$ cat config.mk
export PLATFORM = sky130hd
export DESIGN_NAME = kbd_ascii_fifo
export DESIGN_NICKNAME = d
export VERILOG_FILES = /design/src/rtl/kbd_ascii_fifo.sv
export SDC_FILE = /design/constraint.sdc
export NUM_CORES = 1
export LEC_CHECK = 0
export BUFFER_PORTS_ARGS = -buffer_cell sky130_fd_sc_hd__buf_2
export CAP_MARGIN = 0
export CELL_PAD_IN_SITES_DETAIL_PLACEMENT = 1
export CELL_PAD_IN_SITES_GLOBAL_PLACEMENT = 1
export CORE_UTILIZATION = 48
export CTS_CLUSTER_SIZE = 16
export DETAILED_ROUTE_END_ITERATION = 12
export PLACE_DENSITY = 0.76
export SETUP_SLACK_MARGIN = 0.15
export SLEW_MARGIN = 20
export SYNTH_ARGS = -nofsm -noshare
export SYNTH_HDL_FRONTEND = slang
export SYNTH_SLANG_ARGS = --single-unit
$ cat constraint.sdc
create_clock -name clk -period 4.85 [get_ports clk]
set_clock_uncertainty 0.1 [all_clocks]
set_input_delay 0.485 -clock clk [delete_from_list [all_inputs] [get_ports clk]]
set_output_delay 0.485 -clock clk [all_outputs]
set_load 0.03 [all_outputs]
$ cat src/rtl/kbd_ascii_fifo.sv
// PS/2 Set-2 scan-code decoder with modifier tracking and ASCII FIFO.
// Pops bytes from the receiver FIFO, pushes characters for the CPU.
module kbd_ascii_fifo #(
   parameter int DEPTH = 16
) (
   input  logic       clk,
   input  logic       clrn,
   input  logic [7:0] in_data,
   input  logic       in_ready,
   output logic       in_next_n,
   input  logic       rd_pop,
   output logic [7:0] rd_data,
   output logic       rd_empty,
   output logic       rd_full,
   output logic [4:0] rd_count,
   output logic       ovf,
   input  logic       ovf_clr,
   output logic       mod_shift,
   output logic       mod_caps,
   output logic       mod_ctrl
);

   localparam int AW = $clog2(DEPTH);
   localparam logic [4:0] FULL_CNT = 5'(DEPTH);

   typedef enum logic [1:0] {IDLE, POP, SETTLE, DECODE} state_t;

   state_t        state;
   logic [7:0]    code;
   logic          brk, ext;
   logic          shl, shr, ctrl, caps, caps_held;
   logic [7:0]    mem [DEPTH];
   logic [AW-1:0] wp, rp;
   logic [4:0]    count;

   logic [7:0] base, sdig, push_char;
   logic       is_letter, is_digit, push_req;
   logic       do_push, do_pop, full;

   // Unshifted lowercase/digit code for each mapped key, 00h if unmapped
   always_comb begin
      base = 8'h00;
      case (code)
         8'h1C: base = 8'h61; 8'h32: base = 8'h62; 8'h21: base = 8'h63;
         8'h23: base = 8'h64; 8'h24: base = 8'h65; 8'h2B: base = 8'h66;
         8'h34: base = 8'h67; 8'h33: base = 8'h68; 8'h43: base = 8'h69;
         8'h3B: base = 8'h6A; 8'h42: base = 8'h6B; 8'h4B: base = 8'h6C;
         8'h3A: base = 8'h6D; 8'h31: base = 8'h6E; 8'h44: base = 8'h6F;
         8'h4D: base = 8'h70; 8'h15: base = 8'h71; 8'h2D: base = 8'h72;
         8'h1B: base = 8'h73; 8'h2C: base = 8'h74; 8'h3C: base = 8'h75;
         8'h2A: base = 8'h76; 8'h1D: base = 8'h77; 8'h22: base = 8'h78;
         8'h35: base = 8'h79; 8'h1A: base = 8'h7A;
         8'h45: base = 8'h30; 8'h16: base = 8'h31; 8'h1E: base = 8'h32;
         8'h26: base = 8'h33; 8'h25: base = 8'h34; 8'h2E: base = 8'h35;
         8'h36: base = 8'h36; 8'h3D: base = 8'h37; 8'h3E: base = 8'h38;
         8'h46: base = 8'h39;
         8'h29: base = 8'h20; 8'h5A: base = 8'h0D; 8'h66: base = 8'h08;
         default: base = 8'h00;
      endcase
   end

   always_comb begin
      sdig = 8'h00;
      case (base[3:0])
         4'd0: sdig = 8'h29; 4'd1: sdig = 8'h21; 4'd2: sdig = 8'h40;
         4'd3: sdig = 8'h23; 4'd4: sdig = 8'h24; 4'd5: sdig = 8'h25;
         4'd6: sdig = 8'h5E; 4'd7: sdig = 8'h26; 4'd8: sdig = 8'h2A;
         4'd9: sdig = 8'h28;
         default: sdig = 8'h00;
      endcase
   end

   always_comb begin
      is_letter = (base >= 8'h61);
      is_digit  = (base[7:4] == 4'h3);
      push_char = base;
      if (is_letter) begin
         if (ctrl)
            push_char = base & 8'h1F;
         else if (mod_shift ^ caps)
            push_char = base ^ 8'h20;
      end else if (is_digit && mod_shift) begin
         push_char = sdig;
      end
      push_req = (state == DECODE) && !brk && (base != 8'h00)
               && (!ext || code == 8'h5A);
   end

   assign mod_shift = shl | shr;
   assign mod_caps  = caps;
   assign mod_ctrl  = ctrl;

   always_ff @(posedge clk or negedge clrn) begin
      if (!clrn) begin
         state     <= IDLE;
         code      <= 8'h00;
         in_next_n <= 1'b1;
         brk       <= 1'b0;
         ext       <= 1'b0;
         shl       <= 1'b0;
         shr       <= 1'b0;
         ctrl      <= 1'b0;
         caps      <= 1'b0;
         caps_held <= 1'b0;
      end else begin
         case (state)
            IDLE: if (in_ready) begin
               code      <= in_data;
               in_next_n <= 1'b0;
               state     <= POP;
            end
            POP: begin
               in_next_n <= 1'b1;
               state     <= SETTLE;
            end
            SETTLE: state <= DECODE;
            DECODE: begin
               state <= IDLE;
               if (code == 8'hF0) begin
                  brk <= 1'b1;
               end else if (code == 8'hE0) begin
                  ext <= 1'b1;
               end else begin
                  brk <= 1'b0;
                  ext <= 1'b0;
                  if (ext) begin
                     if (code == 8'h14) ctrl <= !brk;
                  end else begin
                     case (code)
                        8'h12: shl  <= !brk;
                        8'h59: shr  <= !brk;
                        8'h14: ctrl <= !brk;
                        // Held Caps only toggles once per physical press
                        8'h58: if (brk) begin
                           caps_held <= 1'b0;
                        end else begin
                           caps_held <= 1'b1;
                           if (!caps_held) caps <= !caps;
                        end
                        default: ;
                     endcase
                  end
               end
            end
            default: state <= IDLE;
         endcase
      end
   end

   assign full    = (count == FULL_CNT);
   assign do_pop  = rd_pop && (count != 5'd0);
   assign do_push = push_req && (!full || do_pop);

   always_ff @(posedge clk or negedge clrn) begin
      if (!clrn) begin
         wp    <= '0;
         rp    <= '0;
         count <= 5'd0;
         ovf   <= 1'b0;
      end else begin
         if (do_push) wp <= wp + 1'b1;
         if (do_pop)  rp <= rp + 1'b1;
         count <= count + {4'b0, do_push} - {4'b0, do_pop};
         if (push_req && !do_push)
            ovf <= 1'b1;
         else if (ovf_clr)
            ovf <= 1'b0;
      end
   end

   always_ff @(posedge clk) begin
      if (do_push) mem[wp] <= push_char;
   end

   assign rd_count = count;
   assign rd_empty = (count == 5'd0);
   assign rd_full  = full;
   assign rd_data  = rd_empty ? 8'h00 : mem[rp];

endmodule
# ---- Yosys cells after proc, flatten, opt, wreduce, memory -nomap -nowiden
# Memory sizes are Yosys's and may differ from the RTL's.
# Cells that the tools add are included.
dict set report op_classes {
  n_eq_ne 14
  n_mux 18
  reduce_logical 29
  multipliers 0
  add_sub_neg 4
  n_lt_le_gt_ge 1
  n_bitwise 8
  n_div 0
  n_shift 0
}
# cell count
set ops {}
lappend ops {{$mux 8} 5}
lappend ops {{$eq 8x7->1 const B} 3}
lappend ops {{$eq 8x5->1 const B} 2}
lappend ops {{$eq 8x8->1 const B} 2}
lappend ops {{$reduce_and 5->1} 3}
lappend ops {{$mux 1} 9}
lappend ops {{$add 4x1->4 const B} 2}
lappend ops {{$ge 8x7->1 const B} 1}
lappend ops {{$pmux 2 s4} 1}
lappend ops {{$reduce_and 2->1} 4}
lappend ops {{$reduce_bool 8->1} 1}
lappend ops {{$logic_and 1x1->1} 7}
lappend ops {{$reduce_and 7->1} 1}
lappend ops {{$mux 6} 1}
lappend ops {{$not 1->1} 6}
lappend ops {{$add 5x1->5} 1}
lappend ops {{$eq 5x5->1 const B} 1}
lappend ops {{$logic_not 1->1} 5}
lappend ops {{$logic_not 5->1} 1}
lappend ops {{$reduce_bool 5->1} 1}
lappend ops {{$sub 5x1->5} 1}
lappend ops {{$eq 2x2->1 const B} 2}
lappend ops {{$eq 4x2->1 const B} 1}
lappend ops {{$ne 2x2->1 const B} 2}
lappend ops {{other kinds (9)} 11}
dict set report totals {
  ram_bits 128
  elab_cells 91
  rom_bits 1008
  regBits 32
  latch_bits 0
  output_inout_bits 20
  n_memories 3
  inputBits 13
}
# name depth width rd rd_clocked_by_memory_dff write_ports line
set memory_table {}
lappend memory_table {{(no name shown)} 128 7 1 0 0 43} ;# case (code)
lappend memory_table {mem 16 8 1 0 1 32} ;# logic [7:0] mem [DEPTH];
lappend memory_table {{(no name shown)} 16 7 1 0 0 64} ;# case (base[3:0])

# ---- Logic depth before layout (Yosys ltp)
# Gate-level depths: netlist of the first run.
# An unclocked memory read counts as a cell.
dict set report depth {
  word_depth 9
  mapped_depth 20
  mapped_depth_nobuf 17
}

# ---- Worst setup path after synthesis of the first run
# OpenSTA, ideal clock, no wires.
dict set report synth_timing {
  path_kind {reg-to-reg}
  from {register count[3] (netlist: rd_count[3])}
  to {register count[4] (netlist: rd_count[4])}
  arrival_ps 3893
  setup_time_ps 123
  path_buffers 1
  stages_incl_launch_ff 14
  slack_ps 734
  required_ps 4627
  cell_sequence {dfrtp_1 -> inv_1 -> ha_1 -> nor4b_1 -> nor2b_1 -> clkbuf_1 -> ha_1 -> inv_1 -> ha_1 -> fa_1 -> a21oi_1 -> nor2_1 -> nor2_1 -> xnor2_1}
}
dict set report synth_between {
  elab_chain_cells 6
  elab_cells_between_ends 8
}
# element line
set synth_rtl {}
lappend synth_rtl {{start: declaration} 34} ;# logic [4:0] count;
lappend synth_rtl {{start signal: assignment} 163} ;# count <= count + {4'b0, do_push} - {4'b0, do_pop};
lappend synth_rtl {{$reduce_bool 5->1 (*)} 151} ;# assign do_pop = rd_pop && (count != 5'd0);
lappend synth_rtl {{$logic_and 1x1->1 (*)} 151}
lappend synth_rtl {{net do_pop} 38} ;# logic do_push, do_pop, full;
lappend synth_rtl {{$logic_or 1x1->1} 152} ;# assign do_push = push_req && (!full || do_pop);
lappend synth_rtl {{$logic_and 1x1->1} 152}
lappend synth_rtl {{$add 5x1->5} 163}
lappend synth_rtl {{$sub 5x1->5 (*)} 163}
# The timed path passes the listed nets; every way through them passes the cells marked *.
# A chain may end at the register's enable or synchronous reset.

# ---- Final worst setup path of the first run
dict set report layout_timing {
  from {register code[2]}
  to {register count[4] (netlist: rd_count[4])}
}
dict set report layout_between {
  elab_chain_cells 8
  elab_cells_between_ends 10
}
# element line
set layout_rtl {}
lappend layout_rtl {{start: declaration} 29} ;# logic [7:0] code;
lappend layout_rtl {{start signal: assignment} 108} ;# code <= in_data;
lappend layout_rtl {{$mem_v2 128x7} -}
lappend layout_rtl {{$mux 8} 43}
lappend layout_rtl {{$reduce_bool 8->1} 85} ;# push_req = (state == DECODE) && !brk && (base != 8'h00)
lappend layout_rtl {{$logic_and 1x1->1} 85}
lappend layout_rtl {{$logic_and 1x1->1 (*)} 86} ;# && (!ext || code == 8'h5A);
lappend layout_rtl {{$logic_and 1x1->1 (*)} 152}
lappend layout_rtl {{$add 5x1->5 (*)} 163}
lappend layout_rtl {{$sub 5x1->5 (*)} 163}
# Every way passes the cells marked *; elsewhere a longest branch is shown, timed or not.

==> results of run 1 <==
metrics by stage:
stage | power, mW | utilization (%) | instance area (um2) | setup WS [ps]
after floorplan | 3.82 | - | 7110 | 734
after global placement | 4.45 | 51.5 | 7450 | 583
after detailed placement | 4.58 | 51.5 | 7450 | 387
after CTS | 5.95 | 55.7 | 8060 | 363
after global routing | 6.25 | 55.7 | 8060 | 233
final | 5.92 | 55.7 | 8060 | 481
per-layer routing:
metal	track usage, %	vias to the layer above	share of wire [%]
met3	4.72	24	3.7
met5	0	-	0
met2	39.5	101	50
met4	8.13	0	1.8
li1	-	1977	-
met1	31.0	2290	44
power breakdown:
| part | switching, mW | internal, mW | leakage (nW) |
|---|---|---|---|
| Combinational | 1.50 | 1.05 | 1.30 |
| Clock | 0.534 | 0.818 | 0.294 |
| Sequential | 0.319 | 1.69 | 1.42 |
| Total | 2.35 | 3.57 | 3.01 |
flip-flops by register name, indices dropped and copies added, names as in the netlist:
| name | cells |
|---|---|
| ovf | 1 |
| ext | 1 |
| state | 2 |
| code | 8 |
| mod_ctrl | 1 |
| caps_held | 1 |
| mem | 112 |
| wp | 4 |
| in_next_n | 1 |
| shr | 1 |
| brk | 1 |
| shl | 1 |
| rp | 4 |
| mod_caps | 1 |
| rd_count | 5 |
final cells by class:
| cell class | count | area (um2) |
|---|---|---|
| fill | 1411 | 6420 |
| sequential | 144 | 4170 |
| multi-input combinational | 306 | 2740 |
| clock buffer | 18 | 429 |
| timing repair buffer | 43 | 245 |
| tap | 184 | 230 |
| clock inverter | 14 | 179 |
| inverter | 19 | 71.3 |
path summary, 6_finish.rpt:
check | start | endpoint | slack (ps) | cells after the start
worst max-delay path | code[2]$_DFFE_PN0P_ | rd_count[4]$_DFF_PN0_ | 480 | 16
worst min-delay path | clrn | code[6]$_DFFE_PN0P_ | 20 | 1
worst max register to register | code[2]$_DFFE_PN0P_ | rd_count[4]$_DFF_PN0_ | 480 | 16
worst min register to register | caps_held$_DFFE_PN0P_ | caps_held$_DFFE_PN0P_ | 390 | 2
max in group asynchronous | clrn | rp[0]$_DFFE_PN0P_ | 4090 | 1
min in group clk | ovf_clr | ovf$_DFFE_PN0P_ | 160 | 2
worst max-delay path, stage by stage (launching register included):
cell       delay [ps]
dfrtp_1           540
buf_4             270
nor2_1            430
nor4b_1           140
a2111oi_2         400
a211oi_2          170
or4_4             560
o211a_4           350
inv_2              70
ha_1              120
inv_1              40
ha_1              200
fa_1              410
a21oi_1           170
nor2_1             50
nor2_1            130
xnor2_1           130
layout by cell type, fill, tap and decap left out, types with 3 or more instances in the layout:
cell         n
nor3_1      10
bufinv_16    3
mux2_2       9
a211oi_1     3
inv_6        4
ha_1        22
dfrtp_1     29
nor2_1      23
nand4_1      3
nand3_1      5
a21o_1       6
nand2b_1     7
inv_1       18
buf_4       12
mux2_1       5
mux4_2      35
a31oi_1      4
edfxtp_1   112
nor2b_1     19
o21ai_0     11
and3_1      18
clkbuf_16   17
xnor2_1      7
o21ai_1      5
o22ai_1      5
xor2_1       4
a21oi_1     21
buf_2       31
mux2i_1      6
o31ai_1      3
and2_1       6
nand2_1     23
cells by family after synthesis:
family                   share of synthesized area, %
AO/OA/AOI/OAI                                    8.33
other                                          0.0528
adder cells (fa/ha/maj)                          4.15
flip-flops                                       58.6
XOR/XNOR                                         1.58
buffers and inverters                            2.98
AND/OR/NAND/NOR                                  9.93
multiplexers                                     14.4
==> results.cfg, run 1 <==
[outcome]
status = complete, no violations

[finish]
num_antenna_cells = 0
layout-drive-gt1-share_pct = 25.0
area_growth_syn_to_layout_pct = 13.4
finalNonFillerCells = 728
nets = 567

[sta]
slew_headroom_pct = 51.6
rsz0062_at_grt = false
worstMarginPinSlew_ps = 725
post-route-period-util_pct = 90.1
fmax_mhz = 229
drv_slew = 0
finalHoldViolations = 0
min_period_ps = 4370
tns_ps = 0
hold_ws_ps = 15.4
setup_viol = 0

[placement]
dp_hpwl_um = 11600
io_buffers = 31
gp_congestion = 0.869
placed_cells = 696

[grt]
antenna_found_initial = 0
grt_pass1_wl_um = 26100
track_usage_pct = 23.7
grt_pass1_vias = 4642
grt.overflow.total = 0
grt_max_degree = 33

[clocking]
numCtsBuffers = 17
cts_max_level = 4
ctsHoldBuffers = 0
clk_latency_ps = 420
cts_root_buffer = clkbuf_16
path_clk_slew_ps = 70
cts.sinks = 144
cts_resized = 0
cts_tree = done
postCtsSetupBuffers = 0
clk_path_buf_depth = 2

[synthesis]
postSynthAreaPerCell_um2 = 14.4
synth_cell_types = 71
synthesis.nets = 530
netlist.area_leader.share_pct = 47.3
synth_common_cells = 112 x edfxtp_1, 35 x mux4_2, 31 x dfrtp_1, 23 x nand2_1, 23 x nor2_1
yosysTopAreaCell = edfxtp_1
ys_ff_latch = 144
synth_most_common_cell = edfxtp_1
synth_ff_type = edfxtp_1
synth_area_um2 = 7110
ys_async_sr_fraction_pct = 22.2
synth-seq-area-share_pct = 58.6
netlist_instances = 494
synthTopCellsByArea = edfxtp_1 47%, mux4_2 11%, dfrtp_1 11%
synth_edf_count = 112
yosys_warnings = 0

[power]
p_leak_nw = 3.01
peakVddDrop_mv = 0.392
power_density_nw_per_um2 = 734

[setup_path]
worst_ep_required_time_ps = 5090
end_kind = flip-flop
crit_type = reg -> reg
cp_max_fo = 19
cp-start-kind = flip-flop
crit_arrival_ps = 4610

[flow_run]
maxCapViolCount = 0

[drt]
via_per_inst = 6.03
wire_per_inst_um = 22.9
postRouteWirelength_um = 16700
firstDrtPassIters = 4
drc = 0
vias = 4392
drt_iter0_markers = 275
ant_nets = 0

[floorplanning]
die_y_um = 124
die_x_um = 124
die_area_um2 = 15300
ios = 33
core_area_um2 = 14500
std_cell_rows = 44
start_util_pct = 49.1

[worst_hold_path]
hold_path.class = in -> async
No activity file was read; power rests on OpenSTA's default activity.
==> run 2: changes to the inputs <==
CORE_UTILIZATION = 35   (was 48)
PLACE_DENSITY = 0.59   (was 0.76)
==> results.cfg, run 2 (same netlist as run 1, synthesis figures left out) <==
[floorplanning]
std_cell_rows = 51
start_util_pct = 36.2
die_area_um2 = 20900
die_x_um = 144
ios = 33
die_y_um = 144
core_area_um2 = 19700

[grt]
grt.overflow.total = 0
grt_max_degree = 33
grt_pass1_vias = 4617
track_usage_pct = 17.8
grt_pass1_wl_um = 26900
antenna_found_initial = 0

[sta]
min_period_ps = 4330
fmax_mhz = 231
setup_viol = 0
slew_headroom_pct = 48.0
finalHoldViolations = 0
setup_ws_ps = 520
tns_ps = 0
worstMarginPinSlew_ps = 780
rsz0062_at_grt = false
drv_slew = 0
post-route-period-util_pct = 89.3

[clocking]
clk_path_buf_depth = 2
ctsHoldBuffers = 0
cts_root_buffer = clkbuf_16
numCtsBuffers = 17
cts.sinks = 144
cts_tree = done
postCtsSetupBuffers = 0
path_clk_slew_ps = 70
cts_resized = 0
cts_max_level = 4
clk_latency_ps = 420

[finish]
num_antenna_cells = 0
layout.cells.most_common_list = 112 x edfxtp_1, 35 x mux4_2, 31 x buf_2
layout-drive-gt1-share_pct = 25.1
fin_util_pct = 41.6
fin_area_um2 = 8180
nets = 568
nFillCells = 2060
seq_area_um2 = 4170
top_register = mem
largest_reg_flops = 112
layout_commonest_cell = edfxtp_1
area_growth_syn_to_layout_pct = 15.2
multi_input_area_um2 = 2750

[setup_path]
worst_ep_required_time_ps = 5100
crit_arrival_ps = 4580
rrSetupSlack_ps = 520
cp_max_fo = 19
cp-start-kind = flip-flop
end_kind = flip-flop
crit_type = reg -> reg

[drt]
wl_met1_um = 7770
dr.max_layer_used = met4
wire_per_inst_um = 21.0
drc = 0
vias = 4331
wl_met2_um = 8320
ant_nets = 0
postRouteWirelength_um = 17000
firstDrtPassIters = 4
drt_iter0_markers = 245
via_per_inst = 5.35
wl_met3_um = 682

[outcome]
status = complete, no violations

[placement]
io_buffers = 31
pre_cts_slack_ps = 483
postPlaceCellArea_um2 = 7560
dp_hpwl_um = 11700
gp_congestion = 0.872

[flow_run]
maxCapViolCount = 0

[power]
peakVddDrop_mv = 0.351
p_leak_nw = 3.02
power_density_nw_per_um2 = 724
power.total_mw = 5.93

[worst_hold_path]
hold_path.class = in -> async
[run 2: report_power, final]
part	switching, mW	internal [mW]
Sequential	0.316	1.70
Combinational	1.50	1.05
Clock	0.544	0.820
[run 2: path summary, 6_finish.rpt]
check,from,to,cells after the start
setup / recovery,code[2]$_DFFE_PN0P_,rd_count[4]$_DFF_PN0_,16
hold / removal,clrn,code[5]$_DFFE_PN0P_,1
setup reg to reg,code[2]$_DFFE_PN0P_,rd_count[4]$_DFF_PN0_,16
hold reg to reg,caps_held$_DFFE_PN0P_,caps_held$_DFFE_PN0P_,2
max in group asynchronous,clrn,rp[0]$_DFFE_PN0P_,1
min in group clk,ovf_clr,ovf$_DFFE_PN0P_,2
[run 2: worst max-delay path: stages, from the launching register on]
cell and delay, ps:
dfrtp_1 520, buf_4 270, nor2_1 480, nor4b_1 150
a2111oi_2 400, a211oi_2 170, or4_4 540, o211a_4 350
inv_2 60, ha_1 120, inv_1 40, ha_1 200
fa_1 410, a21oi_1 160, nor2_1 50, nor2_1 110
xnor2_1 120
[run 2: per-stage QoR]
stage	hold WS [ps]	std cells
2_1_floorplan	89.4	494
3_3_place_gp	371	778
3_5_place_dp	377	778
4_1_cts	42.4	810
5_1_grt	75.2	810
6_report	43.7	810
[run 2: cell type report]
cell class                 instances  area share (%)
inverter                          19           0.871
sequential                       144            51.0
multi-input combinational        306            33.6
timing repair buffer              44            3.09
clock inverter                    14            2.19
tap                              265            4.05
clock buffer                      18            5.24
[run 2: routing by layer]
| layer | vias up | track usage [%] |
|---|---|---|
| met1 | 2234 | 24.0 |
| met3 | 16 | 3.77 |
| met4 | 0 | 6.20 |
| met2 | 104 | 28.5 |
| met5 | - | 0 |
| li1 | 1977 | - |
==> run 3: changes to the inputs <==
PLACE_DENSITY = 0.61   (was 0.59)
TNS_END_PERCENT = 5   (was not set)
clock period = 3.9 ns   (was 4.85 ns; I/O delays follow)
==> results.cfg, run 3 (same netlist as run 1, synthesis figures left out) <==
[setup_path]
path_delay_family = simple AND/OR/NAND/NOR gates
slowest_delay_ps = 560
cp-start-kind = flip-flop
crit_type = reg -> reg
end_kind = flip-flop
crit_start = code[1]$_DFFE_PN0P_
cp_max_fo = 5
worst_ep_required_time_ps = 4160
critPathSlowestCell = or4_4
cp_cell_sequence = buf_12 -> ha_4 -> mux2_4 -> nand2_1 -> a311oi_2 -> or2_1 -> or4_4 -> o211a_4 -> inv_2 -> ha_4 -> inv_2 -> ha_4 -> fa_2 -> a21oi_2 -> nor2_1 -> nor2_1 -> xnor2_1
reg2reg_from = code[1]$_DFFE_PN0P_
crit_arrival_ps = 3930
cpMostUsedCell = ha_4
critPathBufInv = 3

[floorplanning]
die_area_um2 = 20900
std_cell_rows = 51
die_y_um = 144
core_area_um2 = 19700
ios = 33
start_util_pct = 36.2
die_x_um = 144

[drt]
ant_nets = 0
postRouteWirelength_um = 17900
via_per_inst = 5.32
wire_per_inst_um = 21.1
drt_iter0_markers = 271
firstDrtPassIters = 4
drc = 0
vias = 4519

[sta]
worstMarginPinSlew_ps = 750
fmax_mhz = 272
post-route-period-util_pct = 94.2
slew_headroom_pct = 50.0
setup_viol = 0
drv_slew = 0
tns_ps = 0
finalHoldViolations = 0
min_period_ps = 3670
rsz0062_at_grt = true

[finish]
nFillCells = 2062
nets = 607
multi_input_area_um2 = 2860
finalNonFillerCells = 849
layout.cells.most_common_list = 112 x edfxtp_1, 45 x buf_4, 35 x mux4_2
area_growth_syn_to_layout_pct = 21.4
largest_reg_flops = 112
layout-drive-gt1-share_pct = 33.6
layout_commonest_cell = edfxtp_1
top_register = mem
seq_area_um2 = 4170
fin_area_um2 = 8630
fin_util_pct = 43.9
num_antenna_cells = 0

[placement]
postPlaceCellArea_um2 = 7760
gp_congestion = 0.886
dp_hpwl_um = 12400
placed_cells = 800
io_buffers = 31

[clocking]
clk_latency_ps = 440
cts_root_buffer = clkbuf_16
numCtsBuffers = 17
cts_tree = done
path_clk_slew_ps = 70
clk_path_buf_depth = 2
cts_max_level = 4
cts.sinks = 144

[power]
p_sw_share_pct = 40.2
peakVddDrop_mv = 0.467
share_comb_of_total_power_pct = 49.2
p_leak_nw = 3.23
p_switching_mw = 3.18
power_density_nw_per_um2 = 917
clkPwrFrac_pct = 20.6
p_seq_share_pct = 30.2
p_int_mw = 4.72

[grt]
grt_pass1_vias = 4705
grt_pass1_wl_um = 27200
busiest_layer = met2
grt_max_degree = 33
grt.overflow.total = 0
use_met1_pct = 24.7
antenna_found_initial = 0
grt_util_met3_pct = 3.54
track_usage_pct = 18.2
grt_util_met2_pct = 29.0

[outcome]
status = complete, no violations

[flow_run]
maxCapViolCount = 0

[worst_hold_path]
hold_path.class = in -> reg
hold_start = ovf_clr
==> run 3: worst reg2reg max path, stage by stage (launching register included) <==
cell      delay (ps)
dfrtp_2          440
buf_12           150
ha_4             180
mux2_4           260
nand2_1           80
a311oi_2         110
or2_1            290
or4_4            560
o211a_4          270
inv_2             60
ha_4             120
inv_2             40
ha_4             150
fa_2             350
a21oi_2          140
nor2_1            50
nor2_1           110
xnor2_1          130
==> run 3: area by class of cell <==
cell class	instances	share of cell area, %
timing repair buffer	83	7.01
tap	265	3.84
inverter	19	0.827
multi-input combinational	306	33.1
clock inverter	15	1.93
sequential	144	48.3
clock buffer	17	4.93
==> run 3: timing repair <==
item / 4_1_cts / 5_1_grt
gates resized for setup: 2 / 21
cloned: 0 / 1
endpoints found under the setup margin: 1 / 2
endpoints found under the hold margin: 31 / 0
setup buffers: 3 / 12
pin swaps: 1 / 16
hold buffers: 1 / 0
==> run 3: metrics by stage <==
step | power (mW) | hold slack [ps] | worst slack (ps)
floorplan | 4.79 | -5.59 | 151
global placement | 5.91 | 371 | 145
detailed placement | 5.98 | 402 | 38.3
CTS | 7.68 | 43.3 | 155
global route | 8.33 | 77.8 | 93.4
finish | 7.91 | 49.4 | 228
==> run 3: power by group through the flow <==
stage               Clock, mW  Combinational [mW]  Sequential (mW)
floorplan                   0                2.44             2.34
global placement            0                3.51             2.40
detailed placement          0                3.56             2.42
CTS                      1.66                3.62             2.39
global route             1.72                4.19             2.43
finish                   1.63                3.89             2.39
==> run 3: layer usage <==
metal	up-vias	routed length [um]
li1	2058	-
met1	2339	8390
met2	101	8650
met3	21	557
met4	0	291
met5	-	0
==> run 3: worst paths after layout <==
| path | endpoint | depth (start not counted) | slack, ps |
|---|---|---|---|
| min in group asynchronous | code[7]$_DFFE_PN0P_ | 2 | 470 |
| max | rd_count[4]$_DFF_PN0_ | 17 | 230 |
| max in group asynchronous | rp[0]$_DFFE_PN0P_ | 2 | 2700 |
| max reg2reg | rd_count[4]$_DFF_PN0_ | 17 | 230 |
| min | ovf$_DFFE_PN0P_ | 2 | 50 |
| min reg2reg | in_next_n$_DFFE_PN1P_ | 2 | 410 |
